File: src/rtl/sipo_rx9.sv
// Serial-to-parallel frame receiver: assembles WIDTH MSB-first bits into a held
// parallel word with a one-cycle valid pulse, flagging frames aborted by a new start.
module sipo_rx9 #(
    parameter int WIDTH = 9,
    parameter int CNT_W = 4
) (
    input  logic             clk,
    input  logic             rst_n,
    input  logic             s_in,
    input  logic             bit_en,
    input  logic             start,
    output logic [WIDTH-1:0] p_out,
    output logic             p_valid,
    output logic             busy,
    output logic             frame_err,
    output logic [CNT_W-1:0] bit_cnt
);

    typedef enum logic {
        IDLE = 1'b0,
        RECV = 1'b1
    } state_t;

    localparam logic [CNT_W-1:0] LAST = CNT_W'(WIDTH);

    state_t           state_q, state_d;
    logic [WIDTH-1:0] shift_q, shift_d;
    logic [WIDTH-1:0] p_out_d;
    logic [CNT_W-1:0] cnt_d;
    logic             valid_d, err_d;

    logic [WIDTH-1:0] shifted;
    logic [WIDTH-1:0] fresh;
    logic [CNT_W-1:0] cnt_inc;

    assign shifted = WIDTH'({shift_q, s_in});
    assign fresh   = WIDTH'(s_in);
    assign cnt_inc = bit_cnt + CNT_W'(1);
    assign busy    = (state_q == RECV);

    always_ff @(posedge clk or negedge rst_n) begin
        if (!rst_n) begin
            state_q   <= IDLE;
            shift_q   <= '0;
            bit_cnt   <= '0;
            p_out     <= '0;
            p_valid   <= 1'b0;
            frame_err <= 1'b0;
        end else begin
            state_q   <= state_d;
            shift_q   <= shift_d;
            bit_cnt   <= cnt_d;
            p_out     <= p_out_d;
            p_valid   <= valid_d;
            frame_err <= err_d;
        end
    end

    always_comb begin
        state_d = state_q;
        shift_d = shift_q;
        cnt_d   = bit_cnt;
        p_out_d = p_out;
        valid_d = 1'b0;
        err_d   = 1'b0;
        if (bit_en) begin
            case (state_q)
                IDLE: begin
                    if (start) begin
                        // A single-bit frame completes on its start bit without entering RECV.
                        if (WIDTH == 1) begin
                            shift_d = fresh;
                            p_out_d = fresh;
                            valid_d = 1'b1;
                            cnt_d   = '0;
                        end else begin
                            shift_d = fresh;
                            cnt_d   = CNT_W'(1);
                            state_d = RECV;
                        end
                    end
                end
                RECV: begin
                    if (start) begin
                        shift_d = fresh;
                        cnt_d   = CNT_W'(1);
                        err_d   = 1'b1;
                    end else if (cnt_inc == LAST) begin
                        shift_d = shifted;
                        p_out_d = shifted;
                        valid_d = 1'b1;
                        cnt_d   = '0;
                        state_d = IDLE;
                    end else begin
                        shift_d = shifted;
                        cnt_d   = cnt_inc;
                    end
                end
                default: state_d = IDLE;
            endcase
        end
    end

endmodule

File: config.mk
export PLATFORM = sky130hd
export DESIGN_NAME = sipo_rx9
export DESIGN_NICKNAME = d
export VERILOG_FILES = /design/src/rtl/sipo_rx9.sv
export SDC_FILE = /design/constraint.sdc
export NUM_CORES = 1
export LEC_CHECK = 0
export CAP_MARGIN = 20
export CORE_MARGIN = 10
export CORE_UTILIZATION = 50
export CTS_BUF_LIST = sky130_fd_sc_hd__clkbuf_16
export CTS_CLUSTER_DIAMETER = 80
export DETAILED_ROUTE_END_ITERATION = 7
export PLACE_DENSITY = 0.83
export SLEW_MARGIN = 20
export SYNTH_ARGS = -nofsm -noshare
export SYNTH_HDL_FRONTEND = slang
export SYNTH_SLANG_ARGS = --single-unit
export TNS_END_PERCENT = 10
File: constraint.sdc
create_clock -name clk -period 2.7 [get_ports clk]
set_input_delay 0.54 -clock clk [delete_from_list [all_inputs] [get_ports clk]]
set_output_delay 0.54 -clock clk [all_outputs]
set_load 0.02 [all_outputs]
==> key figures, run 1 <==
Floorplanning
  – Die H: between 60 and 70 um
  – Placeable Area: ~2200 um^2
  – Die Wd: just under 70 um
  – FP Rows: 17
  – Initial Util: 51.74%
  – DIE AREA: between 4000 and 5000 um^2
  – Number of top-level pins: 21

STA
  – Max Fclk: around 0.47 GHz
  – Final min period: around 2.1 ns
  – Total negative slack: 0 ns
  – Tcrit/Tclk final: about four fifths
  – Max-Slew Margin vs Limit: approximately 56%
  – Fin. Hold Viols: 0
  – Fin. max-slew vios: 0
  – Final setup viols: 0
  – Slew @ Worst Pin: about 0.66 ns
  – RSZ-0062 raised after global routing: no
  – Final hold slack: around 0.51 ns
  – Skew final: approximately 0.0021 ns

Setup path
  – CP max FO: 10
  – Crit-path cells: clkdlybuf4s50_1, nand3b_1, or3_1, o31a_1, mux2_4
  – CP Buf/Inv Count: 1
  – Critical-path top delay cell: clkdlybuf4s50_1
  – CP max stage delay: about 0.43 ns
  – CP endpoint kind: flip-flop
  – CP Launch Type: input port
  – Worst path required time: approximately 2.8 ns
  – WP data arrival: ~2.3 ns
  – Worst setup path category: input port to flip-flop
  – Family with the most delay on the worst path: simple AND/OR/NAND/NOR gates

Clocking
  – # hold bufs at CTS: 0
  – Resize count post-CTS: 0
  – Worst skew pair latency: 0.25 ns
  – Num CTS Buffers: 3
  – H-tree depth: 1
  – Worst-case clock buffer depth: 2
  – CTS tree: yes
  – Reg clk slew, reported paths: about 0.060 ns
  – Post-CTS setup buffer count: 0
  – Root Buffer: clkbuf_16
  – Sink Count: 24

Synthesis
  – Yosys Warn Count: 0
  – Post-Syn Area: 1134 um^2
  – EDFF count, synth: 0
  – Post-synthesis net count: just over 100
  – Post-synthesis adder-cell area fraction: under 10%
  – Syn Inst Count: between 90 and 100
  – FFs w/ async S/R, synth: 100.0%
  – Sequential fraction of the synthesis area: between 50% and 60%
  – Synth Area per Inst: between 10 and 15 um^2
  – Prevailing post-synth register cell: dfrtp_1
  – Xor/xnor share of the synthesized area: less than 1%
  – Largest family of logic cells by synthesized area: compound AO/OA/AOI/OAI gates
  – Unique masters post-synth: 28
  – Compound-Gate Fraction of Synth Area: 17.44%
  – Number of synthesized register bits: 24
  – Simple-gate area share of the yosys netlist: 9.713%
  – Mux contribution to synthesized area: approximately 13%

Power and ir drop
  – Logic gate share of total power: between 10% and 20%
  – Switch Pwr: approximately 0.0002 W
  – Cell-internal power: about 0.00063 W
  – Sequential share of power: roughly 48%
  – Pwr Density: 571.2 nW/um^2
  – Max VDD drop: ~0.38 mV
  – Net Sw Frac: a little under a quarter
  – Leak Pwr: ~0.7 nW
  – Clock share of power: between 30 and 40%

Route
  – Post-route DRC: 0
  – Wirelength per Cell: between 15 and 20 um
  – DRT antenna net count: 0
  – Initial DRC count: 21
  – Via count: between 800 and 900
  – WL final: ~2500 um
  – Detailed Routing Iterations Pass 1: 4
  – Vias per std cell: about 5.7

Layout
  – Nets: between 100 and 150
  – FILL cells: roughly 170
  – Final Core Density: between 60% and 70%
  – Synth-to-Final Area Change: 27.70%
  – Most frequent cells in the layout: 24 x dfrtp_1, 20 x clkdlybuf4s50_1, 9 x mux2_4, 8 x nand2_1
  – Share of layout cells above drive strength 1: a little over an eighth
  – Diode count: 0
  – Commonest non-fill, non-tap cell in the layout: dfrtp_1

Job
  – Max Cap Viol: 0

Hold path
  – Worst Hold Class: flip-flop to flip-flop

Global routing
  – Vias in the first global route: approximately 900
  – Grt ovf: 0
  – Initial antenna violation count: 0
  – GRT Total Usage: about an eighth
  – Largest net degree at the start of global routing: 25
  – First-pass GRT wire length: about 4300 um

Placement
  – GP Congestion: approximately 0.94
  – PortBufs: 20
  – Placed wire-length estimate: 1799 um

Outcome
  – Outcome: finished, final reports clean
-- area by class of cell --
class                   count  area, um^2  area share, %
well taps                  28       35.03          2.420
inverters                   6       22.52          1.556
clock inverters             1       3.754         0.2593
flip-flops and latches     24       600.6          41.49
repair buffers             23       222.7          15.38
multi-input cells          62       488.0          33.71
clock buffers               3       75.07          5.186
-- logic make-up after synthesis --
logic type / count (synthesis)
AOI/OAI and AO/OA: 28
xor gates and xnor gates: 1
adders and majority gates: 2
buffers and inverters: 10
DFF: 24
muxes: 10
and+or+nand+nor: 21
-- per-layer routing --
metal | vias up | share of wire, % | global-route usage (%)
met4 | 0 | 0.89 | 3.846
met1 | 402 | 40 | 13.39
met5 | - | 0 | 0
li1 | 392 | - | -
met2 | 35 | 48 | 20.19
met3 | 4 | 12 | 5.455
-- sequential cells by signal, summed over array words and instances, names as in the netlist --
name	flops
p_out	9
shift_q	8
bit_cnt	4
busy	1
frame_err	1
p_valid	1
-- power by group through the flow --
| stage | registers (W) | clock network [W] | logic, W |
|---|---|---|---|
| 6_report | 0.000397 | 0.000313 | 0.000117 |
| 5_1_grt | 0.000400 | 0.000334 | 0.000131 |
| 4_1_cts | 0.000396 | 0.000320 | 0.000118 |
| 3_5_place_dp | 0.000402 | 0 | 0.000118 |
| 3_3_place_gp | 0.000401 | 0 | 0.000115 |
| 2_1_floorplan | 0.000411 | 0 | 0.0000558 |
-- per-stage QoR --
| stage | cell area (um^2) | total power [W] | setup slack, ns | std cells |
|---|---|---|---|---|
| after detailed placement | 1369 | 0.0005204 | 0.2765 | 143 |
| after CTS | 1448 | 0.0008352 | 0.5530 | 147 |
| after global routing | 1448 | 0.0008650 | 0.4576 | 147 |
| final | 1448 | 0.0008270 | 0.5533 | 147 |
| after global placement | 1369 | 0.0005162 | 0.3885 | 143 |
| after floorplan | 1134 | 0.0004667 | 0.8170 | 96 |
-- path summary, 6_finish.rpt --
kind / from / to / slack (ns) / cells past startpoint
max: start / p_out[6] / 0.55 / 5
min: p_out[5] / p_out[5] / 0.51 / 1
max reg2reg: bit_cnt[0] / p_out[6] / 0.58 / 5
min reg2reg: p_out[5] / p_out[5] / 0.51 / 1
max in group asynchronous: rst_n / bit_cnt[1] / 1.83 / 2
min in group asynchronous: rst_n / shift_q[7] / 0.64 / 2
-- Yosys cell counts, drive strengths merged, types with 3 or more instances --
cell,instances,area (um^2)
and3,7,43.79
o21ai,3,15.01
inv,6,22.52
dfrtp,24,600.6
a21oi,7,35.03
nand2,8,30.03
clkbuf,3,11.26
mux2,10,146.4
o2bb2ai,6,52.55
Note: power is estimated with default switching activity, not from simulation.
==> run 2, diff against run 1 <==
--- a/config.mk
+++ b/config.mk
@@ -7,11 +7,11 @@
 export LEC_CHECK = 0
 export CAP_MARGIN = 20
 export CORE_MARGIN = 10
-export CORE_UTILIZATION = 50
+export CORE_UTILIZATION = 45
 export CTS_BUF_LIST = sky130_fd_sc_hd__clkbuf_16
 export CTS_CLUSTER_DIAMETER = 80
 export DETAILED_ROUTE_END_ITERATION = 7
-export PLACE_DENSITY = 0.83
+export PLACE_DENSITY = 0.79
 export SLEW_MARGIN = 20
 export SYNTH_ARGS = -nofsm -noshare
 export SYNTH_HDL_FRONTEND = slang
==> constraint.sdc (replaced) <==
create_clock -name clk -period 1.8 [get_ports clk]
set_input_delay 0.36 -clock clk [delete_from_list [all_inputs] [get_ports clk]]
set_output_delay 0.36 -clock clk [all_outputs]
set_load 0.02 [all_outputs]
==> key figures, run 2 (synthesis results as in run 1) <==
Floorplanning
  – Initial Util: 46.60% (-5.1 points)
  – Die Wd: 70.19 um (+3.8%)
  – FP Rows: 18 (+1)
  – DIE AREA: 4927 um^2 (+7.8%)
  – Number of top-level pins: 21 (unchanged)
  – Placeable Area: 2432 um^2 (+11%)
  – Die H: 70.19 um (+3.8%)

Power and ir drop
  – Net Sw Frac: 21.93% (-1.8 points)
  – Cell-internal power: 0.001120 W (+78%)
  – Clock share of power: 43.5% (+5.6 points)
  – Logic gate share of total power: 15.3% (+1.1 points)
  – Max VDD drop: 0.6107 mV (+60%)
  – Sequential share of power: 41.2% (-6.8 points)
  – Pwr Density: 907.6 nW/um^2 (+59%)
  – Switch Pwr: 0.0003145 W (+60%)
  – Leak Pwr: 0.7684 nW (+9.9%)

Placement
  – PortBufs: 20 (unchanged)
  – Post-DP Area: 1464 um^2 (+6.9%)
  – GP Congestion: 0.8971 (-4.3%)
  – Placed wire-length estimate: 1868 um (+3.9%)

Route
  – Vias per std cell: 5.331 (-5.9%)
  – Wirelength per Cell: 15.88 um (-5.6%)
  – DRT antenna net count: 0 (unchanged)
  – WL final: 2540 um (+2.8%)
  – Detailed Routing Iterations Pass 1: 4 (unchanged)
  – Post-route DRC: 0 (unchanged)
  – Via count: 853 (+2.4%)
  – Initial DRC count: 32 (+52%)

Setup path
  – Reg2reg setup slack: -0.01 ns (-0.59 ns)
  – Worst path required time: 1.94 ns (-0.90 ns)
  – WP data arrival: 1.95 ns (-0.33 ns)
  – CP Buf/Inv Count: 2 (+1)
  – CP max FO: 10 (unchanged)
  – Critical-path top delay cell: dfrtp_2
  – Family with the most delay on the worst path: flip-flops
  – CP endpoint kind: flip-flop
  – Crit-path cells: inv_1, ha_2, nand2_1, or3_1, o31a_1, buf_12, mux2_4
  – Worst setup path category: flip-flop to flip-flop
  – CP max stage delay: 0.43 ns (about the same)
  – CP Launch Type: flip-flop

Clocking
  – Worst-case clock buffer depth: 2 (unchanged)
  – Sink Count: 24 (unchanged)
  – H-tree depth: 1 (unchanged)
  – # hold bufs at CTS: 0 (unchanged)
  – CTS tree: yes
  – Worst skew pair latency: 0.25 ns (about the same)
  – Num CTS Buffers: 3 (unchanged)
  – Reg clk slew, reported paths: 0.06 ns (about the same)
  – Root Buffer: clkbuf_16

Layout
  – Final Core Density: 64.97% (-1.1 points)
  – Commonest non-fill, non-tap cell in the layout: dfrtp_1
  – Top reg by flops: p_out
  – Max FFs per register: 9 (unchanged)
  – Share of layout cells above drive strength 1: 24.62% (+11 points)
  – Nets: 138 (+8.7%)
  – Cell area after layout: 1580 um^2 (+9.2%)
  – Most frequent cells in the layout: 22 x dfrtp_1, 18 x clkdlybuf4s50_1, 13 x buf_4, 9 x mux2_4, 8 x nand2_1
  – Biggest regs: p_out (9), shift_q (8), bit_cnt (4)
  – Diode count: 0 (unchanged)
  – Synth-to-Final Area Change: 39.40%

STA
  – Fin. Hold Viols: 0 (unchanged)
  – Final setup viols: 9 (+9)
  – Slew @ Worst Pin: 0.2999 ns (-0.3635 ns)
  – Skew final: 0.003937 ns (+0.001823 ns)
  – Final min period: 1.814 ns
  – Tcrit/Tclk final: 100.8%
  – Total negative slack: -0.09206 ns (-0.09206 ns)
  – Max Fclk: about 0.55 GHz
  – Max-Slew Margin vs Limit: 80.01% (+24 points)
  – RSZ-0062 raised after global routing: yes
  – Final worst setup slack: -0.01438 ns (-0.5677 ns)
  – Fin. max-slew vios: 0 (unchanged)

Outcome
  – Outcome: finished, violations left
  – Violated checks: negative setup slack

Hold path
  – Worst Hold Class: input port to asynchronous set/reset pin

Job
  – Max Cap Viol: 0 (unchanged)

Global routing
  – First-pass GRT wire length: 4712 um (+10%)
  – Initial antenna violation count: 0 (unchanged)
  – Largest net degree at the start of global routing: 25 (unchanged)
  – Vias in the first global route: 929 (+3.3%)
  – Grt ovf: 0 (unchanged)
  – GRT Total Usage: 11.25% (-0.82 points)
[run 2: area by class of cell]
type / count / area (um^2)
flip-flops and latches: 24 / 603.1
clock buffers: 3 / 75.07
fillers: 191 / 852.1
well taps: 30 / 37.54
repair buffers: 34 / 319.1
clock inverters: 1 / 30.03
multi-input cells: 62 / 493.0
inverters: 6 / 22.52
[run 2: routing by layer]
metal,vias up,routed length [um],global-route usage [%],part of all wire (%)
li1,414,-,-,-
met1,414,1180,14.20,46
met2,23,1186,17.93,47
met3,2,165,4.520,6.5
met4,0,6,1.535,0.24
met5,-,0,0,0
[run 2: worst register-to-register path: cells and delay by family, from the launching register on]
| kind | cells | cell delay (ns) |
|---|---|---|
| buf+inv | 2 | 0.23 |
| simple gates | 2 | 0.42 |
| mux | 1 | 0.29 |
| fa+ha+maj | 1 | 0.18 |
| flops | 1 | 0.43 |
| compound gates | 1 | 0.14 |
[run 2: power groups by stage]
stage / combinational, W / sequential, W / clock [W]
floorplan: 0.0000845 / 0.000618 / 0
global placement: 0.000208 / 0.000598 / 0
detailed placement: 0.000218 / 0.000600 / 0
CTS: 0.000222 / 0.000590 / 0.000638
global route: 0.000244 / 0.000594 / 0.000656
finish: 0.000220 / 0.000591 / 0.000624
[run 2: what timing repair did]
action                     CTS  global route
gates resized for setup      2             1
setup endpoints to repair   10            10
buffers inserted             1             0
hold endpoints to repair     0             0
[run 2: stage by stage]
stage	cells	worst slack, ns	total power (W)	hold WS (ns)
4_1_cts	160	-0.01195	0.001449	0.4743
5_1_grt	160	-0.08536	0.001493	0.5116
3_5_place_dp	155	-0.2716	0.0008173	0.4967
6_report	160	-0.01438	0.001434	0.4625
3_3_place_gp	155	-0.2008	0.0008064	0.4983
2_1_floorplan	96	0.004349	0.0007026	0.06441
[run 2: final timing paths]
| check | from | end | cells after the start |
|---|---|---|---|
| max reg2reg | bit_cnt[0] | p_out[2] | 7 |
| min | rst_n | p_out[8] | 2 |
| max | bit_cnt[0] | p_out[2] | 7 |
| min reg2reg | p_out[5] | p_out[5] | 1 |
| min in group clk | p_out[5] | p_out[5] | 1 |
| max in group asynchronous | rst_n | bit_cnt[0] | 2 |
==> run 3, diff against run 2 <==
--- a/config.mk
+++ b/config.mk
@@ -16,4 +16,3 @@
 export SYNTH_ARGS = -nofsm -noshare
 export SYNTH_HDL_FRONTEND = slang
 export SYNTH_SLANG_ARGS = --single-unit
-export TNS_END_PERCENT = 10
==> key figures, run 3 (synthesis results as in run 1) <==
Outcome
  – Outcome: finished, violations left
  – Violated checks: negative setup slack

Setup path
  – Critical-path top delay cell: dfrtp_2
  – WP data arrival: 1.95 ns (about the same)
  – CP max stage delay: 0.43 ns (about the same)
  – Crit-path cells: inv_1, ha_2, nand2_1, or3_1, o31a_1, buf_12, mux2_4
  – Reg2reg setup slack: -0.01 ns (about the same)
  – Family with the most delay on the worst path: flip-flops
  – Worst setup path category: flip-flop to flip-flop
  – FF-to-FF path depth: 7 (unchanged)
  – CP endpoint kind: flip-flop
  – Worst path required time: 1.94 ns (about the same)
  – CP Buf/Inv Count: 2 (unchanged)
  – CP max FO: 10 (unchanged)
  – RR Endpoint: p_out[2]
  – CP Launch Type: flip-flop
  – Worst r2r src: bit_cnt[0]

Layout
  – Synth-to-Final Area Change: 39.40% (unchanged)
  – Diode count: 0 (unchanged)
  – Biggest regs: p_out (9), shift_q (8), bit_cnt (4)
  – Register area: 603.1 um^2 (unchanged)
  – Footprint of the multi-input gates: 493.0 um^2 (unchanged)
  – FILL cells: 191 (unchanged)
  – Commonest non-fill, non-tap cell in the layout: dfrtp_1
  – Most frequent cells in the layout: 22 x dfrtp_1, 18 x clkdlybuf4s50_1, 13 x buf_4, 9 x mux2_4, 8 x nand2_1
  – Nets: 138 (unchanged)
  – Fin cells: 160 (unchanged)
  – Max FFs per register: 9 (unchanged)
  – Share of layout cells above drive strength 1: 24.62% (unchanged)
  – Top reg by flops: p_out

Clocking
  – Worst skew pair latency: 0.25 ns (about the same)
  – Root Buffer: clkbuf_16
  – Sink Count: 24 (unchanged)
  – H-tree depth: 1 (unchanged)
  – # hold bufs at CTS: 0 (unchanged)
  – Worst-case clock buffer depth: 2 (unchanged)
  – CTS tree: yes
  – Num CTS Buffers: 3 (unchanged)
  – Reg clk slew, reported paths: 0.06 ns (about the same)

STA
  – Skew final: 0.003920 ns (-0.00001691 ns)
  – Max-Slew Margin vs Limit: 80.00% (about the same)
  – Fin. max-slew vios: 0 (unchanged)
  – Slew @ Worst Pin: 0.3000 ns (+0.00007641 ns)
  – Final worst setup slack: -0.01260 ns (+0.001778 ns)
  – Fin. Hold Viols: 0 (unchanged)
  – Final min period: 1.813 ns (-0.001778 ns)
  – Max Fclk: 0.5517 GHz (about the same)
  – Tcrit/Tclk final: 100.7% (about the same)
  – RSZ-0062 raised after global routing: yes
  – Final setup viols: 9 (unchanged)

Global routing
  – Vias in the first global route: 927 (-0.22%)
  – First-pass GRT wire length: 4705 um (-0.15%)
  – Grt ovf: 0 (unchanged)
  – Met2 track demand over resource: 17.93% (unchanged)
  – Met1 usage: 14.20% (unchanged)
  – Grt met3 use: 4.520% (unchanged)
  – Largest net degree at the start of global routing: 25 (unchanged)
  – GRT Total Usage: 11.25% (unchanged)
  – Initial antenna violation count: 0 (unchanged)
  – Most Crowded Layer GR: met2

Route
  – Via count: 854 (+0.12%)
  – Detailed Routing Iterations Pass 1: 4 (unchanged)
  – Initial DRC count: 32 (unchanged)
  – WL final: 2535 um (-0.20%)
  – Vias per std cell: 5.338 (+0.12%)
  – Post-route DRC: 0 (unchanged)
  – DRT antenna net count: 0 (unchanged)
  – Wirelength per Cell: 15.84 um (-0.20%)

Power and ir drop
  – Logic gate share of total power: 15.3% (about the same)
  – Total power: 0.001434 W (about the same)
  – Clock share of power: 43.5% (about the same)
  – Max VDD drop: 0.6106 mV (about the same)
  – Leak Pwr: 0.7684 nW (unchanged)
  – Net Sw Frac: 21.91% (about the same)
  – Pwr Density: 907.4 nW/um^2 (about the same)
  – Sequential share of power: 41.2% (about the same)
  – Switch Pwr: 0.0003142 W (about the same)
  – Cell-internal power: 0.001120 W (about the same)

Floorplanning
  – Die H: 70.19 um (unchanged)
  – Initial Util: 46.60% (unchanged)
  – Number of top-level pins: 21 (unchanged)
  – DIE AREA: 4927 um^2 (unchanged)
  – Die Wd: 70.19 um (unchanged)
  – Placeable Area: 2432 um^2 (unchanged)
  – FP Rows: 18 (unchanged)

Job
  – Max Cap Viol: 0 (unchanged)

Placement
  – Placed wire-length estimate: 1868 um (unchanged)
  – GP Congestion: 0.8971 (unchanged)
  – Placement Setup Slack: -0.2716 ns (unchanged)
  – Post-placement cell count: 155 (unchanged)
  – PortBufs: 20 (unchanged)

Hold path
  – Worst Hold Class: input port to asynchronous set/reset pin
[run 3: cell counts in the layout (fill, tap and decap cells not counted)]
No cell type changed its count.
[run 3: cell type report]
class                           count  share of cell area [%]
Clock buffer                        3                   4.751
Clock inverter                      1                   1.900
Inverter                            6                   1.425
Multi-Input combinational cell     62                   31.20
Sequential cell                    24                   38.16
Tap cell                           30                   2.375
Timing Repair Buffer               34                   20.19
[run 3: power by group through the flow]
stage	sequential (W)	clock, W	combinational, W
after CTS	0.000590	0.000638	0.000222
after global placement	0.000598	0	0.000208
after detailed placement	0.000600	0	0.000218
after floorplan	0.000618	0	0.0000845
final	0.000591	0.000624	0.000220
after global routing	0.000594	0.000656	0.000244
[run 3: routing by layer]
metal | vias up | part of all wire, %
li1 | 414 | -
met1 | 415 | 46
met2 | 23 | 47
met3 | 2 | 6.5
met4 | 0 | 0.24
met5 | - | 0
[run 3: worst register-to-register path, cell delays in order (launching register included)]
cell and delay, ns:
dfrtp_2 0.43, inv_1 0.07, ha_2 0.18, nand2_1 0.07
or3_1 0.35, o31a_1 0.14, buf_12 0.16, mux2_4 0.29
[run 3: repair_timing]
| item | 4_1_cts | 5_1_grt |
|---|---|---|
| setup buffers | 1 | 0 |
| endpoints found under the setup margin | 10 | 10 |
| pin swaps | 0 | 0 |
| resized for setup | 2 | 1 |
[run 3: per-stage QoR]
stage	hold WS, ns	cell area [um^2]	setup TNS, ns	util [%]
floorplan	0.06441	1139	0	-
global placement	0.4983	1464	-1.798	60.19
detailed placement	0.4967	1464	-2.428	60.19
CTS	0.4743	1578	-0.08415	64.87
global route	0.5116	1580	-0.6920	64.97
finish	0.4625	1580	-0.07612	64.97
[run 3: worst max path at each step]
| stage | from | endpoint | slack (ns) | depth (start not counted) |
|---|---|---|---|---|
| after floorplan | bit_cnt[0] | p_out[0] | 0.004 | 7 |
| after global placement | start | p_out[6] | -0.20 | 6 |
| after detailed placement | start | p_out[1] | -0.27 | 6 |
| after CTS | bit_cnt[0] | p_out[6] | -0.01 | 7 |
| after global routing | bit_cnt[0] | p_out[8] | -0.09 | 7 |
| final | bit_cnt[0] | p_out[2] | -0.01 | 7 |
